File: config.mk
export PLATFORM = sky130hd
export DESIGN_NAME = pc_trace_monitor
export DESIGN_NICKNAME = d
export VERILOG_FILES = /design/src/rtl/pc_mon_pkg.sv /design/src/rtl/pc_trace_buf.sv /design/src/rtl/pc_trace_monitor.sv
export SDC_FILE = /design/constraint.sdc
export NUM_CORES = 1
export LEC_CHECK = 0
export BUFFER_PORTS_ARGS = -buffer_cell sky130_fd_sc_hd__buf_2
export CAP_MARGIN = 0
export CORE_UTILIZATION = 57
export DETAILED_ROUTE_END_ITERATION = 8
export PLACE_DENSITY_LB_ADDON = 0.2
export SLEW_MARGIN = 20
export SYNTH_ARGS = -nofsm -noshare
export SYNTH_HDL_FRONTEND = slang
export SYNTH_HIERARCHICAL = 1
export SYNTH_SLANG_ARGS = --single-unit
File: constraint.sdc
create_clock -name clk -period 5.5 [get_ports clk]
set_clock_uncertainty 0.2 [all_clocks]
set_input_delay 0 -clock clk [delete_from_list [all_inputs] [get_ports clk]]
set_output_delay 0 -clock clk [all_outputs]
set_load 0.005 [all_outputs]
File: src/rtl/pc_mon_pkg.sv
// Shared types and helpers for the PC trace monitor.
// Build option PC_MON_ALIGN_CHECK_EN is consumed by pc_trace_monitor.
package pc_mon_pkg;

    typedef enum logic [1:0] {
        PCM_IDLE,
        PCM_RUN,
        PCM_HALTED,
        PCM_TIMEOUT
    } pcm_state_e;

    // Index width for a DEPTH-entry trace; never narrower than one bit.
    function automatic int unsigned idx_w(input int unsigned depth);
        return (depth > 1) ? $clog2(depth) : 1;
    endfunction

endpackage

File: src/rtl/pc_trace_buf.sv
// Circular PC trace buffer: write pointer, saturating entry count and a
// registered read port indexed relative to the newest entry.
module pc_trace_buf
    import pc_mon_pkg::*;
#(
    parameter int unsigned XLEN  = 32,
    parameter int unsigned DEPTH = 8
) (
    input  logic                     clk,
    input  logic                     reset,
    input  logic                     clr,
    input  logic                     wr_en,
    input  logic [XLEN-1:0]          wr_data,
    input  logic [idx_w(DEPTH)-1:0]  rd_idx,
    output logic [XLEN-1:0]          rd_data,
    output logic [idx_w(DEPTH):0]    count
);

    localparam int unsigned IW = idx_w(DEPTH);
    localparam logic [IW:0] FULL = (IW + 1)'(DEPTH);

    logic [XLEN-1:0] mem_q [DEPTH];
    logic [IW-1:0]   wr_ptr_q;
    logic [IW:0]     count_q;
    logic [XLEN-1:0] rd_data_q;
    logic [IW-1:0]   rd_addr;

    // DEPTH is a power of two, so pointer arithmetic wraps naturally.
    assign rd_addr = wr_ptr_q - IW'(1) - rd_idx;

    always_ff @(posedge clk or posedge reset) begin
        if (reset) begin
            wr_ptr_q  <= '0;
            count_q   <= '0;
            rd_data_q <= '0;
        end else if (clr) begin
            wr_ptr_q  <= '0;
            count_q   <= '0;
            rd_data_q <= '0;
        end else begin
            if (wr_en) begin
                wr_ptr_q <= wr_ptr_q + IW'(1);
                if (count_q != FULL) begin
                    count_q <= count_q + (IW + 1)'(1);
                end
            end
            rd_data_q <= ({1'b0, rd_idx} >= count_q) ? '0 : mem_q[rd_addr];
        end
    end

    // Storage is not reset; stale entries are masked by count_q.
    always_ff @(posedge clk) begin
        if (wr_en) begin
            mem_q[wr_ptr_q] <= wr_data;
        end
    end

    assign rd_data = rd_data_q;
    assign count   = count_q;

endmodule

File: src/rtl/pc_trace_monitor.sv
// Run monitor: traces distinct PC values and flags halt / timeout.
// Define PC_MON_ALIGN_CHECK_EN to enable the sticky misaligned-PC flag.
module pc_trace_monitor
    import pc_mon_pkg::*;
#(
    parameter int unsigned XLEN           = 32,
    parameter int unsigned DEPTH          = 8,
    parameter int unsigned HALT_CYCLES    = 4,
    parameter int unsigned TIMEOUT_CYCLES = 1024,
    parameter int unsigned CNT_W          = 32
) (
    input  logic                     clk,
    input  logic                     reset,
    input  logic                     run_en,
    input  logic                     clr,
    input  logic [XLEN-1:0]          pc_in,
    input  logic [idx_w(DEPTH)-1:0]  rd_idx,
    output logic [XLEN-1:0]          rd_data,
    output logic [idx_w(DEPTH):0]    trace_count,
    output logic [CNT_W-1:0]         cycle_count,
    output logic                     halted,
    output logic                     timeout,
    output logic                     misaligned
);

    localparam int unsigned SW = $clog2(HALT_CYCLES + 1);
    localparam logic [SW-1:0]    STALL_LAST = SW'(HALT_CYCLES - 1);
    localparam logic [CNT_W-1:0] CYC_LIMIT  = CNT_W'(TIMEOUT_CYCLES);

    pcm_state_e      state_q, state_d;
    logic [XLEN-1:0] prev_pc_q;
    logic [SW-1:0]   stall_q, stall_d;
    logic [CNT_W-1:0] cycle_q, cycle_d;
    logic            halted_q, halted_d;
    logic            timeout_q, timeout_d;
    logic            pc_change, halt_hit, timeout_hit, trace_wr;

    // cycle_q is zero only on the first RUN sample, which always counts as a change.
    assign pc_change   = (cycle_q == '0) || (pc_in != prev_pc_q);
    assign halt_hit    = !pc_change && (stall_q == STALL_LAST);
    assign timeout_hit = (cycle_q + CNT_W'(1)) == CYC_LIMIT;

    always_ff @(posedge clk or posedge reset) begin
        if (reset) begin
            state_q <= PCM_IDLE;
        end else begin
            state_q <= state_d;
        end
    end

    always_comb begin
        state_d = state_q;
        if (clr) begin
            state_d = PCM_IDLE;
        end else begin
            unique case (state_q)
                PCM_IDLE:    if (run_en) state_d = PCM_RUN;
                PCM_RUN: begin
                    if (halt_hit) begin
                        state_d = PCM_HALTED;
                    end else if (timeout_hit) begin
                        state_d = PCM_TIMEOUT;
                    end
                end
                PCM_HALTED:  state_d = PCM_HALTED;
                PCM_TIMEOUT: state_d = PCM_TIMEOUT;
            endcase
        end
    end

    always_comb begin
        trace_wr  = 1'b0;
        stall_d   = stall_q;
        cycle_d   = cycle_q;
        halted_d  = halted_q;
        timeout_d = timeout_q;
        if (clr) begin
            stall_d   = '0;
            cycle_d   = '0;
            halted_d  = 1'b0;
            timeout_d = 1'b0;
        end else if (state_q == PCM_RUN) begin
            trace_wr = pc_change;
            stall_d  = pc_change ? '0 : stall_q + SW'(1);
            cycle_d  = cycle_q + CNT_W'(1);
            // Halt wins when both qualify on the same edge.
            if (halt_hit) begin
                halted_d = 1'b1;
            end else if (timeout_hit) begin
                timeout_d = 1'b1;
            end
        end
    end

    always_ff @(posedge clk or posedge reset) begin
        if (reset) begin
            prev_pc_q <= '0;
            stall_q   <= '0;
            cycle_q   <= '0;
            halted_q  <= 1'b0;
            timeout_q <= 1'b0;
        end else begin
            if (!clr && state_q == PCM_RUN) begin
                prev_pc_q <= pc_in;
            end
            stall_q   <= stall_d;
            cycle_q   <= cycle_d;
            halted_q  <= halted_d;
            timeout_q <= timeout_d;
        end
    end

    pc_trace_buf #(
        .XLEN  (XLEN),
        .DEPTH (DEPTH)
    ) u_trace_buf (
        .clk     (clk),
        .reset   (reset),
        .clr     (clr),
        .wr_en   (trace_wr),
        .wr_data (pc_in),
        .rd_idx  (rd_idx),
        .rd_data (rd_data),
        .count   (trace_count)
    );

`ifdef PC_MON_ALIGN_CHECK_EN
    logic misaligned_q;

    always_ff @(posedge clk or posedge reset) begin
        if (reset) begin
            misaligned_q <= 1'b0;
        end else if (clr) begin
            misaligned_q <= 1'b0;
        end else if (state_q == PCM_RUN && pc_in[1:0] != 2'b00) begin
            misaligned_q <= 1'b1;
        end
    end

    assign misaligned = misaligned_q;
`else
    assign misaligned = 1'b0;
`endif

    assign cycle_count = cycle_q;
    assign halted      = halted_q;
    assign timeout     = timeout_q;

endmodule

==> metrics.md <==
| Metric | Value |
|---|---|
| Commonest cells after routing, fill and taps aside | `edfxtp_1 (256), dfrtp_1 (110), buf_2 (108), xnor2_1 (56), nor2_1 (53)` |
| Final instance area | `around 18,000 um2` |
| Final RePlAce weighted congestion | `about 0.89` |
| Min setup slack post-route | `1.66 ns` |
| Synth Flop Type | `edfxtp_1` |
| CP arrival | `3.77 ns` |
| CTS root buffer | `clkbuf_16` |
| Final-report hold violation count | `0` |
| Clock transition at path regs | `around 0.06 ns` |
| Row count | `59` |
| Post-Place Cell Area | `16,200 um2` |
| Post-synthesis sequential area ratio | `0.676` |
| Layout net count | `1,124` |
| Total number of vias | `8,482` |
| Ys async rst share | `0.301` |
| Adder-cell share of the synthesized area | `0.0110` |
| # diodes | `0` |
| Crit path buf inv count | `1` |
| Commonest non-fill, non-tap cell in the layout | `edfxtp_1` |
| Max-Cap Viols | `0` |
| CP max stage delay | `0.91 ns` |
| RSZ-0062 raised after global routing | `false` |
| Die width | `roughly 170 um` |
| Cells after DPL | `1,329` |
| Area of the core | `26,300 um2` |
| CP Cell Sequence | `or2_2 -> nor3_1 -> nand4_1 -> nor3_1 -> nor2_1 -> nor3_1 -> buf_4 -> nand2_1 -> nor2_4` |
| Residual DRC count | `7` |
| CP top delay family | `simple AND/OR/NAND/NOR gates` |
| Mapped Nets | `983` |
| Leakage | `6.63 nW` |
| Worst Path Required | `between 5 and 6 ns` |
| Post-Synth XOR/XNOR Area | `0.0471` |
| Filler cells | `1,772` |
| Total track usage | `0.232` |
| Critical Path Fanout Max | `32` |
| Failing checks | `DRC` |
| Post-route insts no fill | `1,434` |
| Starting density of the core | `0.587` |
| Hold Path Class | `primary input to asynchronous set/reset pin` |
| Synth cell types | `61` |
| Worst VDD drop | `0.000222 V` |
| Main combinational cell family by area after synthesis | `multiplexers` |
| I/O Buffers | `108` |
| CTS max path bufs | `3` |
| Most numerous cell on the critical path | `nor3_1` |
| Simple-Gate Fraction of Synth Area | `0.0660` |
| Yosys warns | `6` |
| Num CTS Buffers | `37` |
| Mean post-synth cell area | `16.6 um2` |
| Synthesized area | `15,400 um2` |
| Initial DRT Pass Iterations | `7` |
| Mux share of post-synthesis cell area | `0.145` |
| Synth area leaders | `edfxtp_1 (50%), dfrtp_1 (18%), mux4_2 (6.1%), mux4_1 (3.7%), xnor2_1 (3.2%)` |
| CTS tree | `built` |
| Clock Latency Late Sink | `around 0.52 ns` |
| Final setup fails | `0` |
| Layout cells sized above 1 | `0.247` |
| Die area | `27,700 um2` |
| Htree depth | `2` |
| Worst setup EP type | `register` |
| Pin count of the biggest net entering global routing | `72` |
| Post-Syn Instances | `931` |
| Worst path slowest cell | `nor2_4` |
| Area grow syn2layout | `15.0%` |
| Area fraction of the dominant cell type after synthesis | `0.498` |
| Clock sink total | `366` |
| Slew headroom | `0.236` |
| Drt wl/cell | `about 22 um` |
| Critical Path Source Type | `register` |
| Slew @ Worst Pin | `1.14 ns` |
| Pwr Density | `332 nW/um2` |
| DR iter-0 viols | `697` |
| Synth Register Bits | `366` |
| Critical path type | `register to register` |
| Outcome | `finished with violations` |
| Initial antenna violation count | `0` |
| Final Cycle Share | `0.698` |
| Area leader, netlist | `edfxtp_1` |
| First-pass GRT wire length | `48,700 um` |
| Post-synth EDFFs | `256` |
| Vias in the first global route | `between 8,000 and 9,000` |
| Tmin final | `between 3 and 4 ns` |
| Dpl ws | `~1.7 ns` |
| HPWL Detailed | `19,000 um` |
| I/O pin cnt | `110` |
| Die H | `167 um` |
| Routed wire length | `31,100 um` |
| Slew Limit Fails | `0` |
| Compound-Gate Fraction of Synth Area | `0.0288` |
| Antenna viol nets, final | `0` |
| DR vias/cell | `5.91` |
| Max Clk Rate | `0.260 GHz` |
| Post-route setup TNS | `0 ns` |
| Overflow after GRT | `0` |
-- worst reg2reg max path: stages, from the launching register on --
cell and delay [ns]:
dfrtp_1 0.44, or2_2 0.34, nor3_1 0.18, nand4_1 0.13, nor3_1 0.44, nor2_1 0.11
nor3_1 0.19, buf_4 0.23, nand2_1 0.25, nor2_4 0.91
-- final cells by class --
cell class	instances	area, um2	area share
repair buffers	159	1090	0.0612
clock buffers	53	1010	0.0566
multi-input cells	494	4690	0.264
clock inverters	13	70.1	0.00395
well taps	335	419	0.0236
flip-flops and latches	366	10400	0.588
inverters	14	52.6	0.00296
-- per-layer routing --
layer,vias up,GRT usage,wire length (um)
met5,-,0,0
met4,0,0.0636,522
met3,43,0.0337,1720
met2,256,0.381,15500
met1,4338,0.327,13400
li1,3845,-,-
-- flip-flops by register name, summed over array words and instances, names as in the netlist --
| name | flops |
|---|---|
| stall_q | 3 |
| timeout | 1 |
| halted | 1 |
| u_trace_buf/mem_q | 256 |
| prev_pc_q | 32 |
| u_trace_buf/wr_ptr_q | 3 |
| cycle_count | 32 |
| u_trace_buf/count | 4 |
| state_q | 2 |
| u_trace_buf/rd_data | 32 |
-- power by group --
part           internal, W  switching, W  total (W)
registers          0.00304     0.0000530    0.00310
logic             0.000275      0.000275   0.000550
clock network      0.00128      0.000974    0.00225
-- worst paths after layout --
| check | depth (start not counted) | slack, ns | end | startpoint |
|---|---|---|---|---|
| worst max register to register | 9 | 1.66 | u_trace_buf/mem_q[7][12] | cycle_count[26] |
| max in group asynchronous | 4 | 4.28 | prev_pc_q[4] | reset |
| worst min-delay path | 3 | 0.09 | u_trace_buf/rd_data[18] | reset |
| worst max-delay path | 9 | 1.66 | u_trace_buf/mem_q[7][12] | cycle_count[26] |
| worst min register to register | 2 | 0.32 | halted | halted |
| min in group clk | 2 | 0.13 | u_trace_buf/mem_q[0][14] | pc_in[14] |
-- synthesized netlist by cell type (19+ instances only) --
library cell,number
edfxtp_1,256
dfrtp_1,110
nor2_1,60
xnor2_1,56
mux4_2,42
a21oi_1,41
mux2i_1,36
mux2_2,32
nand2_1,32
clkbuf_1,22
mux4_1,22
xor2_1,22
nor3_1,20
nand3_1,19
-- stage by stage --
step / hold WS [ns] / power [W] / utilization
2_1_floorplan: -0.101 / 0.00353 / -
3_3_place_gp: 0.0443 / 0.00367 / 0.618
3_5_place_dp: 0.0516 / 0.00369 / 0.618
4_1_cts: 0.108 / 0.00596 / 0.673
5_1_grt: 0.148 / 0.00611 / 0.676
6_report: 0.0931 / 0.00590 / 0.676
-- timing repair --
item	CTS	global route
resized for setup	0	0
endpoints found under the setup margin	0	0
endpoints found under the hold margin	444	0
hold buffers	36	0
setup buffers	0	0
-- cell families after synthesis --
| kind of cell | after synthesis |
|---|---|
| flip-flops | 366 |
| AND/OR/NAND/NOR | 196 |
| multiplexers | 132 |
| XOR/XNOR | 80 |
| AO/OA/AOI/OAI | 72 |
| buffers and inverters | 71 |
| adder cells (fa/ha/maj) | 13 |
| other | 1 |
(Power assumes the default switching activity.)
